<file path="config.mk">
export PLATFORM = sky130hd
export DESIGN_NAME = criq_alloc_sched_flat
export DESIGN_NICKNAME = d
export VERILOG_FILES = /design/src/rtl/criq_alloc_sched_pkg.sv /design/src/rtl/criq_alloc_sched_if.sv /design/src/rtl/criq_alloc_sched_rel.sv /design/src/rtl/criq_alloc_sched.sv /design/src/flat_wrapper.sv
export SDC_FILE = /design/constraint.sdc
export NUM_CORES = 1
export LEC_CHECK = 0
export CORE_MARGIN = 2
export CORE_UTILIZATION = 47
export CTS_CLUSTER_SIZE = 28
export DETAILED_ROUTE_END_ITERATION = 10
export PLACE_DENSITY = 0.83
export SETUP_SLACK_MARGIN = 0.4
export SYNTH_ARGS = -nofsm -noshare
export SYNTH_HDL_FRONTEND = slang
export SYNTH_SLANG_ARGS = --single-unit
</file>
<file path="constraint.sdc">
create_clock -name Clk -period 7 [get_ports Clk]
set_input_delay 1.05 -clock Clk [delete_from_list [all_inputs] [get_ports Clk]]
set_output_delay 1.05 -clock Clk [all_outputs]
set_load 0.05 [all_outputs]
</file>
<file path="src/rtl/criq_alloc_sched_pkg.sv">
// Shared types and defaults for the CRIQ allocation scheduler.
package criq_alloc_sched_pkg;

  localparam int unsigned CRIQWIDE_DEF = 5;
  localparam int unsigned NREQ_DEF     = 2;
  localparam int unsigned NREL_DEF     = 2;
  localparam int unsigned RELDEPTH_DEF = 4;

  typedef enum logic [1:0] {
    ST_RUN   = 2'd0,
    ST_FLUSH = 2'd1,
    ST_DRAIN = 2'd2
  } sched_state_e;

  // Index width that stays at least one bit wide for single-entry structures.
  function automatic int unsigned clog2_min1(input int unsigned n);
    return (n > 32'd1) ? 32'($clog2(n)) : 32'd1;
  endfunction

endpackage

</file>
<file path="src/rtl/criq_alloc_sched_if.sv">
// Requester, release and CRIQ-pool signals of the allocation scheduler.
interface criq_alloc_sched_if #(
  parameter int unsigned CRIQWIDE = criq_alloc_sched_pkg::CRIQWIDE_DEF,
  parameter int unsigned NREQ     = criq_alloc_sched_pkg::NREQ_DEF,
  parameter int unsigned NREL     = criq_alloc_sched_pkg::NREL_DEF
);
  import criq_alloc_sched_pkg::*;

  localparam int unsigned PORTW = clog2_min1(NREQ);

  logic [NREQ-1:0]          AllocReq;
  logic [NREQ-1:0]          AllocGnt;
  logic                     AllocValid;
  logic [PORTW-1:0]         AllocPort;
  logic [CRIQWIDE-1:0]      AllocIdx;
  logic [NREL-1:0]          RelValid;
  logic [NREL*CRIQWIDE-1:0] RelIdx;
  logic                     RelReady;
  logic                     FlushReq;
  logic                     FlushBusy;
  logic                     CriqRable;
  logic                     CriqWable;
  logic [CRIQWIDE-1:0]      CriqDin;
  logic                     CriqClean;
  logic [CRIQWIDE-1:0]      CriqDout;
  logic                     CriqFull;
  logic                     CriqEmpty;

  modport slave (
    input  AllocReq, RelValid, RelIdx, FlushReq, CriqDout, CriqFull, CriqEmpty,
    output AllocGnt, AllocValid, AllocPort, AllocIdx, RelReady, FlushBusy,
           CriqRable, CriqWable, CriqDin, CriqClean
  );

  modport master (
    output AllocReq, RelValid, RelIdx, FlushReq, CriqDout, CriqFull, CriqEmpty,
    input  AllocGnt, AllocValid, AllocPort, AllocIdx, RelReady, FlushBusy,
           CriqRable, CriqWable, CriqDin, CriqClean
  );

endinterface

</file>
<file path="src/rtl/criq_alloc_sched_rel.sv">
// Release buffer: FIFO with NREL-wide compacting enqueue, single pop and clear.
module criq_rel_buf
  import criq_alloc_sched_pkg::*;
#(
  parameter int unsigned CRIQWIDE = CRIQWIDE_DEF,
  parameter int unsigned NREL     = NREL_DEF,
  parameter int unsigned RELDEPTH = RELDEPTH_DEF
) (
  input  logic                     i_clk,
  input  logic                     i_rst,
  input  logic                     i_clear,
  input  logic [NREL-1:0]          i_enq_valid,
  input  logic [NREL*CRIQWIDE-1:0] i_enq_idx,
  input  logic                     i_pop,
  output logic [CRIQWIDE-1:0]      o_head,
  output logic                     o_empty,
  output logic                     o_room
);

  localparam int unsigned PTRW = clog2_min1(RELDEPTH);
  localparam int unsigned CNTW = $clog2(RELDEPTH + 1);

  logic [CRIQWIDE-1:0] r_mem [RELDEPTH];
  logic [PTRW-1:0]     r_rd_ptr;
  logic [PTRW-1:0]     r_wr_ptr;
  logic [CNTW-1:0]     r_count;
  logic [CNTW-1:0]     w_n_enq;
  logic [PTRW-1:0]     w_slot [NREL];

  assign o_head  = r_mem[r_rd_ptr];
  assign o_empty = (r_count == '0);
  assign o_room  = (32'(RELDEPTH) - 32'(r_count)) >= 32'(NREL);

  // Valid ports land in consecutive slots, lowest port first.
  always_comb begin
    w_n_enq = '0;
    for (int unsigned k = 0; k < NREL; k++) begin
      w_slot[k] = PTRW'((32'(r_wr_ptr) + 32'(w_n_enq)) % RELDEPTH);
      if (i_enq_valid[k]) w_n_enq = w_n_enq + CNTW'(1);
    end
  end

  always_ff @(posedge i_clk) begin
    if (!i_clear) begin
      for (int unsigned k = 0; k < NREL; k++) begin
        if (i_enq_valid[k]) r_mem[w_slot[k]] <= i_enq_idx[k*CRIQWIDE +: CRIQWIDE];
      end
    end
  end

  always_ff @(posedge i_clk or posedge i_rst) begin
    if (i_rst) begin
      r_rd_ptr <= '0;
      r_wr_ptr <= '0;
      r_count  <= '0;
    end else if (i_clear) begin
      r_rd_ptr <= '0;
      r_wr_ptr <= '0;
      r_count  <= '0;
    end else begin
      r_wr_ptr <= PTRW'((32'(r_wr_ptr) + 32'(w_n_enq)) % RELDEPTH);
      if (i_pop) r_rd_ptr <= PTRW'((32'(r_rd_ptr) + 32'd1) % RELDEPTH);
      r_count <= r_count + w_n_enq - CNTW'(i_pop);
    end
  end

endmodule

</file>
<file path="src/rtl/criq_alloc_sched.sv">
// Shares one CRIQ free-index pool between round-robin allocators and buffered
// release ports, and sequences the pool flush.
module criq_alloc_sched
  import criq_alloc_sched_pkg::*;
#(
  parameter int unsigned CRIQWIDE = CRIQWIDE_DEF,
  parameter int unsigned NREQ     = NREQ_DEF,
  parameter int unsigned NREL     = NREL_DEF,
  parameter int unsigned RELDEPTH = RELDEPTH_DEF
) (
  input  logic               Clk,
  input  logic               Rest,
  criq_alloc_sched_if.slave  bus
);

  localparam int unsigned PORTW = clog2_min1(NREQ);

  sched_state_e        r_state;
  logic [PORTW-1:0]    r_rr_ptr;
  logic [PORTW-1:0]    r_alloc_port;
  logic                r_alloc_valid;

  logic                w_run;
  logic                w_flush_go;
  logic [NREQ-1:0]     w_gnt;
  logic [PORTW-1:0]    w_gnt_idx;
  logic [PORTW-1:0]    w_sel;
  logic                w_gnt_any;
  logic                w_rel_ready;
  logic                w_rel_room;
  logic                w_rel_empty;
  logic                w_rel_pop;
  logic [CRIQWIDE-1:0] w_rel_head;
  logic [NREL-1:0]     w_rel_enq;

  // Reset is async, so gate on it to keep grants low while it is held.
  assign w_run      = (r_state == ST_RUN) && !Rest;
  assign w_flush_go = w_run && bus.FlushReq;

  // Round-robin: first requester at or after the pointer.
  always_comb begin
    w_gnt     = '0;
    w_gnt_idx = '0;
    w_gnt_any = 1'b0;
    w_sel     = '0;
    if (w_run && !bus.CriqEmpty) begin
      for (int unsigned off = 0; off < NREQ; off++) begin
        w_sel = PORTW'((32'(r_rr_ptr) + off) % NREQ);
        if (!w_gnt_any && bus.AllocReq[w_sel]) begin
          w_gnt_any    = 1'b1;
          w_gnt_idx    = w_sel;
          w_gnt[w_sel] = 1'b1;
        end
      end
    end
  end

  always_ff @(posedge Clk or posedge Rest) begin
    if (Rest) begin
      r_state       <= ST_RUN;
      r_rr_ptr      <= '0;
      r_alloc_port  <= '0;
      r_alloc_valid <= 1'b0;
    end else begin
      unique case (r_state)
        ST_RUN:   if (bus.FlushReq) r_state <= ST_FLUSH;
        ST_FLUSH: r_state <= ST_DRAIN;
        ST_DRAIN: r_state <= ST_RUN;
        default:  r_state <= ST_RUN;
      endcase
      // A read issued as the flush starts returns a stale index; drop it.
      r_alloc_valid <= w_gnt_any && !w_flush_go;
      if (w_gnt_any) begin
        r_rr_ptr     <= PORTW'((32'(w_gnt_idx) + 32'd1) % NREQ);
        r_alloc_port <= w_gnt_idx;
      end
    end
  end

  assign w_rel_ready = (r_state == ST_RUN) && w_rel_room;
  assign w_rel_enq   = bus.RelValid & {NREL{w_rel_ready}};
  assign w_rel_pop   = w_run && !w_rel_empty && !bus.CriqFull;

  criq_rel_buf #(
    .CRIQWIDE (CRIQWIDE),
    .NREL     (NREL),
    .RELDEPTH (RELDEPTH)
  ) u_rel_buf (
    .i_clk       (Clk),
    .i_rst       (Rest),
    .i_clear     (r_state == ST_FLUSH),
    .i_enq_valid (w_rel_enq),
    .i_enq_idx   (bus.RelIdx),
    .i_pop       (w_rel_pop),
    .o_head      (w_rel_head),
    .o_empty     (w_rel_empty),
    .o_room      (w_rel_room)
  );

  assign bus.AllocGnt   = w_gnt;
  assign bus.CriqRable  = w_gnt_any;
  assign bus.AllocValid = r_alloc_valid;
  assign bus.AllocPort  = r_alloc_port;
  assign bus.AllocIdx   = bus.CriqDout;
  assign bus.RelReady   = w_rel_ready;
  assign bus.CriqWable  = w_rel_pop;
  assign bus.CriqDin    = w_rel_head;
  assign bus.CriqClean  = (r_state == ST_FLUSH);
  assign bus.FlushBusy  = (r_state != ST_RUN);

endmodule

</file>
<file path="src/flat_wrapper.sv">
// flat-port wrapper written by rule: the top's interface ports become plain ports
module criq_alloc_sched_flat import criq_alloc_sched_pkg::*;
#(
  parameter int unsigned CRIQWIDE = CRIQWIDE_DEF,
  parameter int unsigned NREQ     = NREQ_DEF,
  parameter int unsigned NREL     = NREL_DEF,
  parameter int unsigned RELDEPTH = RELDEPTH_DEF
)
  (Clk, Rest, bus_AllocReq, bus_RelValid, bus_RelIdx, bus_FlushReq, bus_CriqDout, bus_CriqFull, bus_CriqEmpty, bus_AllocGnt, bus_AllocValid, bus_AllocPort, bus_AllocIdx, bus_RelReady, bus_FlushBusy, bus_CriqRable, bus_CriqWable, bus_CriqDin, bus_CriqClean);
  criq_alloc_sched_if #(.CRIQWIDE(CRIQWIDE), .NREQ(NREQ), .NREL(NREL)) bus_i ();
  input  logic Clk;
  input  logic Rest;
  input wire logic [$bits(bus_i.AllocReq)-1:0] bus_AllocReq;
  input wire logic [$bits(bus_i.RelValid)-1:0] bus_RelValid;
  input wire logic [$bits(bus_i.RelIdx)-1:0] bus_RelIdx;
  input wire logic [$bits(bus_i.FlushReq)-1:0] bus_FlushReq;
  input wire logic [$bits(bus_i.CriqDout)-1:0] bus_CriqDout;
  input wire logic [$bits(bus_i.CriqFull)-1:0] bus_CriqFull;
  input wire logic [$bits(bus_i.CriqEmpty)-1:0] bus_CriqEmpty;
  output wire logic [$bits(bus_i.AllocGnt)-1:0] bus_AllocGnt;
  output wire logic [$bits(bus_i.AllocValid)-1:0] bus_AllocValid;
  output wire logic [$bits(bus_i.AllocPort)-1:0] bus_AllocPort;
  output wire logic [$bits(bus_i.AllocIdx)-1:0] bus_AllocIdx;
  output wire logic [$bits(bus_i.RelReady)-1:0] bus_RelReady;
  output wire logic [$bits(bus_i.FlushBusy)-1:0] bus_FlushBusy;
  output wire logic [$bits(bus_i.CriqRable)-1:0] bus_CriqRable;
  output wire logic [$bits(bus_i.CriqWable)-1:0] bus_CriqWable;
  output wire logic [$bits(bus_i.CriqDin)-1:0] bus_CriqDin;
  output wire logic [$bits(bus_i.CriqClean)-1:0] bus_CriqClean;
  assign bus_i.AllocReq = bus_AllocReq;
  assign bus_i.RelValid = bus_RelValid;
  assign bus_i.RelIdx = bus_RelIdx;
  assign bus_i.FlushReq = bus_FlushReq;
  assign bus_i.CriqDout = bus_CriqDout;
  assign bus_i.CriqFull = bus_CriqFull;
  assign bus_i.CriqEmpty = bus_CriqEmpty;
  assign bus_AllocGnt = bus_i.AllocGnt;
  assign bus_AllocValid = bus_i.AllocValid;
  assign bus_AllocPort = bus_i.AllocPort;
  assign bus_AllocIdx = bus_i.AllocIdx;
  assign bus_RelReady = bus_i.RelReady;
  assign bus_FlushBusy = bus_i.FlushBusy;
  assign bus_CriqRable = bus_i.CriqRable;
  assign bus_CriqWable = bus_i.CriqWable;
  assign bus_CriqDin = bus_i.CriqDin;
  assign bus_CriqClean = bus_i.CriqClean;
  criq_alloc_sched #(.CRIQWIDE(CRIQWIDE), .NREQ(NREQ), .NREL(NREL), .RELDEPTH(RELDEPTH)) u_core (.Clk(Clk), .Rest(Rest), .bus(bus_i));
endmodule
</file>
After elaboration in Yosys (flattened, before gate mapping)

Memories as Yosys holds them, arrays and structs flattened.
Cells that the tools add are included.

Flip-flop bits (word level): 12
Logic and storage cells: 79
Memory bits (writable): 20
ROM bits: 0
Output and inout port bits: 19
Latch bits: 0
Memories: 1
Input bits: 24

Memories:

| name                   | depth | width | rd ports | clocked after Yosys merged registers in | wr ports | line                       | text |
|---|---|---|---|---|---|---|---|
| u_core.u_rel_buf.r_mem | 4     | 5     | 1        | 0                                       | 2        | criq_alloc_sched_rel.sv:23 | `logic [CRIQWIDE-1:0] r_mem [RELDEPTH];` |

Bitwise gates (word level): 2
Multipliers: 0
Eq/ne operators: 2
Multiplexer cells: 33
Div/mod/pow operators: 0
$add $sub $neg: 9
Reductions and logical operators: 20
Order comparisons: 5
Shift-type cells: 0

Operators with widths:

| operator                                                                              | count |
|---|---|
| 32-bit by 2-bit greater-or-equal comparator with 1-bit output (second input constant) | 1 |
| 1-bit 2-to-1 mux                                                                      | 20 |
| 2-bit 2-to-1 mux                                                                      | 8 |
| 1-bit logical AND                                                                     | 10 |
| 1-bit logical NOT                                                                     | 6 |
| 3-bit 2-to-1 mux                                                                      | 2 |
| 2-bit adder                                                                           | 2 |
| 1-bit by 2-bit < comparator with 1-bit output (second input constant)                 | 2 |
| 2-bit one-hot mux with 2 select lines                                                 | 1 |
| 2-bit nonzero test                                                                    | 2 |
| 3-bit by 3-bit subtractor with 4-bit output (first input constant)                    | 1 |
| 3-bit by 1-bit adder with 3-bit output (second input constant)                        | 1 |
| 3-bit adder                                                                           | 1 |
| 3-bit logical NOT                                                                     | 1 |
| 3-bit by 1-bit subtractor with 3-bit output                                           | 1 |
| 1-bit adder (second input constant)                                                   | 2 |
| 2-bit by 1-bit adder with 2-bit output (second input constant)                        | 1 |
| 2-bit bitwise AND                                                                     | 1 |
| 1-bit demux with 1-bit select                                                         | 2 |
| 2-bit by 1-bit == test with 1-bit output (second input constant)                      | 1 |
| 1-bit greater-or-equal comparator (second input constant)                             | 2 |
| 2-bit logical NOT                                                                     | 1 |
| 2-bit != test (second input constant)                                                 | 1 |
| 2-bit bitwise OR                                                                      | 1 |

Longest topological paths before layout

Gate-level depths: netlist (run 1).

Depth in word-level cells: 10
Depth in mapped cells: 16
Mapped depth without buffers: 15

Cells and area by module

A second synthesis (run 1) with hierarchy kept.

Cell total of the unflattened synthesis: 138
Area, all modules: 1,869.3 sq um

Modules (own cells, without submodules):

| module           | instances | area an instance (sq um) | sequential area each (sq um) | cells each |
|---|---|---|---|---|
| criq_rel_buf     | 1         | 1,562.7                  | 775.7                        | 106 |
| criq_alloc_sched | 1         | 306.5                    | 125.1                        | 32 |

Worst setup path before layout (run 1)

OpenSTA, ideal clock, no wires.

Kind: input to register
From: in Rest
To: reg u_core.u_rel_buf.r_count[2]
Setup time: 154 ps
Setup slack: 3,352 ps
Data required time: 6,846 ps
Buffers on the path: 0
Arrival: 3,494 ps
Cell stages on the path: 9
Path through: nor4_2 ha_1 inv_1 ha_1 inv_1 fa_1 xnor2_1 xnor2_1 nor2_1

Cells in the longest elaborated chain, start to end: 6

RTL lines:

| item                                        | line                       | text |
|---|---|---|
| start, declared                             | flat_wrapper.sv:12         | `input logic Rest;` |
| 1-bit logical NOT (no source line)          | n/a                        |  |
| 1-bit logical AND                           | criq_alloc_sched.sv:37     | `assign w_run = (r_state == ST_RUN) && !Rest;` |
| 1-bit logical AND (2 in a row)              | criq_alloc_sched.sv:82     | `assign w_rel_pop = w_run && !w_rel_empty && !bus.CriqFull;` |
| 3-bit by 1-bit subtractor with 3-bit output | criq_alloc_sched_rel.sv:63 | `r_count <= r_count + w_n_enq - CNTW'(i_pop);` |
| 3-bit 2-to-1 mux                            | criq_alloc_sched_rel.sv:56 | `end else if (i_clear) begin` |
| end signal, assigned                        | criq_alloc_sched_rel.sv:63 |  |
| end, declared                               | criq_alloc_sched_rel.sv:26 | `logic [CNTW-1:0] r_count;` |

Every way passes these cells.
A chain may end at the register's enable or synchronous reset.

Worst setup path in the final report (run 1)

From: in Rest
To: out bus_AllocGnt[0]

Cells in the longest elaborated chain, start to end: 4

RTL lines:

| item                               | line                   | text |
|---|---|---|
| 1-bit logical NOT (no source line) | n/a                    |  |
| 1-bit logical AND                  | criq_alloc_sched.sv:37 |  |
| 1-bit logical AND                  | criq_alloc_sched.sv:46 | `if (w_run && !bus.CriqEmpty) begin` |
| 2-bit 2-to-1 mux                   | criq_alloc_sched.sv:46 |  |
| end, declared                      | flat_wrapper.sv:20     | `output wire logic [$bits(bus_i.AllocGnt)-1:0] bus_AllocGnt;` |

Every way passes these cells.

==> results.yml, run 1 <==
yosys:
  synth_edf_count: 20
  synth.area.top_cells: "edfxtp_1 33%, dfrtp_1 16%, mux2_2 12%, ha_1 6.2%, mux4_2 6.2%"
  synth_top_area_share_pct: 32.8
  yosysWarnings: 0
  ys_seq_elements: 32
  ys_seq_area_share_pct: 49.2
  syn_inst: 144
  netlist-cell-type-count: 33
  avgSynthCellArea_um2: 12.7
  synthesis.nets: 178
  syn_area_um2: 1830
  ys.flop_type: "edfxtp_1"
  synth_area_leader_cell: "edfxtp_1"
  async_reset_ff_share_pct: 37.5
power:
  p_clk_share_pct: 17.6
  seq_power_share_pct: 32.5
  p_comb_share_pct: 49.9
  power.density_nw_per_um2: 430
  p_leak_nw: 0.873
  ir_drop_mv: 0.224
  power.internal_w: 0.000574
  sw_frac_of_total_pct: 41.1
  p_sw_w: 0.000400
finish:
  finalInstanceArea_um2: 2260
  final_nets: 209
  synthToLayoutAreaGrowth_pct: 23.8
  fillCellCount: 297
  drive_above_1_share_pct: 22.2
  final_util_pct: 61.4
  seq_area_um2: 901
  multi_input_area_um2: 836
  antenna_cells: 0
clocking:
  hold_buffers: 0
  cts_resized: 0
  cts_tree: "done"
  numClockSinks: 32
  clkSlewWorstSetupHoldPaths_ps: 60
  worstSkewPairLatency_ps: 290
  clockBufferDepth: 2
  cts_inserted_buffers: 5
  cts_setup_buffers: 0
  cts_max_level: 2
  cts_root_buf: "clkbuf_8"
floorplanning:
  die_h_um: 66.4
  core_um2: 3690
  num_rows: 22
  start_util_pct: 49.6
  die_area_um2: 4410
  ioPinCount: 43
  dieWidth_um: 66.4
grt:
  antenna_found_initial: 0
  grt_pass1_vias: 1234
  grt_overflow_total: 0
  grtUsageTotal_pct: 18.4
  grt_max_degree: 13
  grt_pass1_wl_um: 5780
critical_path:
  required_ps: 5950
  max_stage_delay_ps: 840
  worstSetupPathType: "in -> out"
  slowest_stage: "clkdlybuf4s50_1"
  path_common_cell: "clkdlybuf4s50_1"
  start_kind: "input pin"
  cp_data_arrival_time_ps: 3200
  end_kind: "output port"
  cp_max_fo: 4
  path_cells: "clkdlybuf4s50_1 > nor4_1 > nand2_1 > a21oi_1 > clkdlybuf4s50_1"
sta:
  fin_ws_ps: 2750
  min_period_ps: 4250
  hold_viol: 0
  fin_skew_ps: 6.96
  worstMarginPinSlew_ps: 628
  min_period_over_period_pct: 60.7
  finalSetupViolations: 0
  slew_headroom_pct: 58.1
  fmaxAchievable_mhz: 235
  rsz0062_at_grt: "no"
  tns_ps: 0
  drv_slew: 0
worst_hold_path:
  min_path_type: "reg -> reg"
routing:
  drt_iter0_drc: 43
  drt_wl_total_um: 3660
  first_pass_iters: 4
  wire_per_inst_um: 16.3
  avgViaCountPerCell: 5.41
  num_vias: 1211
  drc: 0
  detail-route-antenna-nets: 0
place:
  placed_cell_area_um2: 2160
  pre_cts_slack_ps: 2720
  routabilityCongestion: 0.760
  place_hpwl_um: 2560
  port_buffers: 32
run:
  maxCapViolCount: 0
status:
  outcome: "finished, final reports clean"
## placed cells by master, fill, tap and decap left out, types with 6 or more instances in the layout
| cell type | n |
|---|---|
| mux2_2 | 20 |
| edfxtp_1 | 20 |
| a21oi_1 | 6 |
| dfrtp_1 | 12 |
| nor2_1 | 12 |
| inv_1 | 10 |
| nand2_1 | 6 |
| ha_1 | 9 |
| clkdlybuf4s50_1 | 32 |
## registers in the layout, summed over array words and instances, names as in the netlist
register	count
u_core.bus.AllocPort	1
u_core.bus.AllocValid	1
u_core.r_rr_ptr	1
u_core.r_state	2
u_core.u_rel_buf.r_count	3
u_core.u_rel_buf.r_mem	20
u_core.u_rel_buf.r_rd_ptr	2
u_core.u_rel_buf.r_wr_ptr	2
## layer usage
layer | GRT usage (%) | vias to the layer above | share of wire, %
li1 | - | 576 | -
met1 | 20.9 | 586 | 39
met2 | 31.6 | 42 | 52
met3 | 6.64 | 7 | 7.2
met4 | 6.63 | 0 | 1.6
met5 | 0 | - | 0
## critical path: cells and delay by family
kind,cells,cell delay [ps]
buf+inv,2,1320
compound gates,1,190
simple gates,2,640
## Yosys cell counts (4+ instances only)
master	count
edfxtp_1	20
mux2_2	20
dfrtp_1	12
nor2_1	12
inv_1	10
ha_1	9
a21oi_1	6
nand2_1	6
buf_4	5
mux4_2	5
nor2b_1	5
xnor2_1	4
## worst paths after layout
| kind | from | to | slack [ps] | cells past startpoint |
|---|---|---|---|---|
| setup / recovery | Rest | bus_AllocGnt[0] | 2750 | 5 |
| hold / removal | u_core.bus.AllocPort | u_core.bus.AllocPort | 510 | 2 |
| setup reg to reg | u_core.u_rel_buf.r_count[0] | u_core.u_rel_buf.r_count[2] | 3600 | 15 |
| hold reg to reg | u_core.bus.AllocPort | u_core.bus.AllocPort | 510 | 2 |
| max in group asynchronous | Rest | u_core.u_rel_buf.r_wr_ptr[1] | 5470 | 2 |
| min in group asynchronous | Rest | u_core.bus.AllocPort | 1200 | 2 |
## layout make-up
cell class	instances	share of cell area, %
well taps	48	2.65
flip-flops and latches	32	39.8
clock buffers	5	3.04
inverters	11	1.82
multi-input cells	93	36.9
clock inverters	3	1.66
repair buffers	32	14.1
## power groups by stage
stage | clock network (W) | logic, W | registers, W
floorplan | 0 | 0.000373 | 0.000307
global placement | 0 | 0.000463 | 0.000316
detailed placement | 0 | 0.000480 | 0.000321
CTS | 0.000175 | 0.000489 | 0.000318
global route | 0.000185 | 0.000519 | 0.000324
finish | 0.000171 | 0.000486 | 0.000317
## through the flow
stage                     hold WS (ps)  total power (W)  std cells
final                              510         0.000974        224
after global routing               540          0.00103        224
after CTS                          511         0.000982        224
after detailed placement           489         0.000800        216
after global placement             492         0.000779        216
after floorplan                    479         0.000680        144
## cell families (layout without fill, tap and decap cells)
family	Yosys count	after routing	share of synthesized area [%]
adders and majority gates	10	10	7.25
AOI/OAI and AO/OA	9	9	2.60
and+or+nand+nor	42	42	13.5
buffers and inverters	19	51	5.06
DFF	32	32	49.2
xor gates and xnor gates	6	6	3.28
muxes	26	26	19.0
No activity file was read; power rests on OpenSTA's default activity.
==> run 2: changes to the inputs <==
==> constraint.sdc (replaced) <==
create_clock -name Clk -period 4.03 [get_ports Clk]
set_input_delay 0.6045 -clock Clk [delete_from_list [all_inputs] [get_ports Clk]]
set_output_delay 0.6045 -clock Clk [all_outputs]
set_load 0.05 [all_outputs]
==> run 2 against run 1 <==
Compared with the run above: critical path depth did not move; first-iteration DRC count rose by 56%; worst setup slack got worse by 2000 ps; power rose by 74%; design area rose by 0.22%; utilization rose by 0.14 points; flip-flop and latch count did not move; sequential share of layout area fell by 0.088 points; clock-buffer cell count did not move; clock power rose by 77%; largest cell class unchanged; die area did not move.
==> results.yml, run 2 (synthesis results as in run 1) <==
sta:
  fin_skew_ps: 7.09
  rsz0062_at_grt: "no"
  hold_viol: 0
  worstMarginPinSlew_ps: 620
  fmaxAchievable_mhz: 303
  worst_hold_slack_ps: 539
  min_period_ps: 3300
  min_period_over_period_pct: 82.0
  finalSetupViolations: 0
  tns_ps: 0
  drv_slew: 0
  slew_headroom_pct: 58.7
floorplanning:
  core_um2: 3690
  start_util_pct: 49.6
  die_area_um2: 4410
  die_h_um: 66.4
  dieWidth_um: 66.4
  num_rows: 22
  ioPinCount: 43
routing:
  wire_per_inst_um: 16.3
  drt_wl_total_um: 3660
  detail-route-antenna-nets: 0
  avgViaCountPerCell: 5.52
  first_pass_iters: 4
  drc: 0
  num_vias: 1237
  drt_iter0_drc: 67
power:
  p_sw_w: 0.000693
  power.internal_w: 0.000999
  total_power_w: 0.00169
  seq_power_share_pct: 32.4
  sw_frac_of_total_pct: 41.0
  p_clk_share_pct: 17.8
  p_comb_share_pct: 49.8
  power.density_nw_per_um2: 745
  ir_drop_mv: 0.365
  p_leak_nw: 0.874
worst_hold_path:
  whs_path_depth: 1
  min_path_type: "reg -> reg"
  hold_start: "u_core.r_rr_ptr"
  hold_path_end: "u_core.r_rr_ptr"
status:
  outcome: "finished, final reports clean"
grt:
  grt_overflow_total: 0
  grtUsageTotal_pct: 18.5
  antenna_found_initial: 0
  grt_max_degree: 13
  grt_pass1_wl_um: 5890
  grt_pass1_vias: 1230
finish:
  synthToLayoutAreaGrowth_pct: 24.1
  final_util_pct: 61.5
  finalInstanceArea_um2: 2270
  antenna_cells: 0
  layout_common_cells: "32 x clkdlybuf4s50_1, 20 x mux2_2, 20 x edfxtp_1"
  largest_reg_flops: 20
  drive_above_1_share_pct: 23.3
  layout_commonest_cell: "clkdlybuf4s50_1"
  final_nets: 209
  fillCellCount: 289
critical_path:
  worstSetupPathType: "in -> out"
  end_kind: "output port"
  r2r_cells: 15
  required_ps: 3430
  r2r_end: "u_core.u_rel_buf.r_count[2]"
  crit_start: "Rest"
  cp_max_fo: 4
  cp_data_arrival_time_ps: 2700
  start_kind: "input pin"
  r2r-start: "u_core.u_rel_buf.r_count[0]"
  ff2ff_setup_slack_ps: 750
clocking:
  cts_max_level: 2
  clockBufferDepth: 2
  cts_resized: 0
  hold_buffers: 0
  numClockSinks: 32
  clkSlewWorstSetupHoldPaths_ps: 60
  cts_inserted_buffers: 5
  cts_root_buf: "clkbuf_8"
  cts_setup_buffers: 0
  worstSkewPairLatency_ps: 280
  cts_tree: "done"
run:
  maxCapViolCount: 0
place:
  placed_cell_area_um2: 2160
  place_hpwl_um: 2660
  port_buffers: 32
  routabilityCongestion: 0.842
-- run 2: cell count changes in the layout (fill, tap and decap cells not counted), sizes merged --
cell and delta:
clkinv -1, clkinvlp +1
-- run 2: area by class of cell --
type	instances	area (um2)	share of cell area, %
repair buffers	32	320	14.1
inverters	11	41.3	1.82
well taps	48	60.1	2.65
clock inverters	3	42.5	1.87
clock buffers	5	68.8	3.03
multi-input cells	93	836	36.8
flip-flops and latches	32	901	39.7
-- run 2: routing by layer --
metal,share of wire [%],track usage [%],wire length (um),vias up
li1,-,-,-,573
met1,39,21.2,1430,604
met2,53,34.0,1930,53
met3,7.1,4.94,260,7
met4,0.96,4.59,35,0
met5,0,0,0,-
-- run 2: worst max-delay path by stage --
stage	cells after the start	to	slack, ps
floorplan	12	u_core.u_rel_buf.r_count[2]	680
CTS	5	bus_AllocGnt[0]	720
finish	5	bus_AllocGnt[0]	730
detailed placement	13	u_core.u_rel_buf.r_count[2]	690
global route	5	bus_AllocGnt[0]	580
global placement	5	bus_AllocGnt[0]	740
-- run 2: power by group through the flow --
stage	Clock, W	Sequential (W)	Combinational (W)
after global routing	0.000324	0.000562	0.000910
after floorplan	0	0.000533	0.000648
after global placement	0	0.000548	0.000807
after CTS	0.000306	0.000550	0.000848
final	0.000302	0.000548	0.000842
after detailed placement	0	0.000557	0.000841
-- run 2: worst max-delay path: stages --
cell             delay, ps
clkdlybuf4s50_1        460
nor4_1                 490
nand2_1                140
a21oi_1                180
clkdlybuf4s50_1        830
-- run 2: stage by stage --
stage               instances  setup slack (ps)
floorplan                 144               677
detailed placement        216               686
finish                    224               726
CTS                       224               717
global route              224               581
global placement          216               738
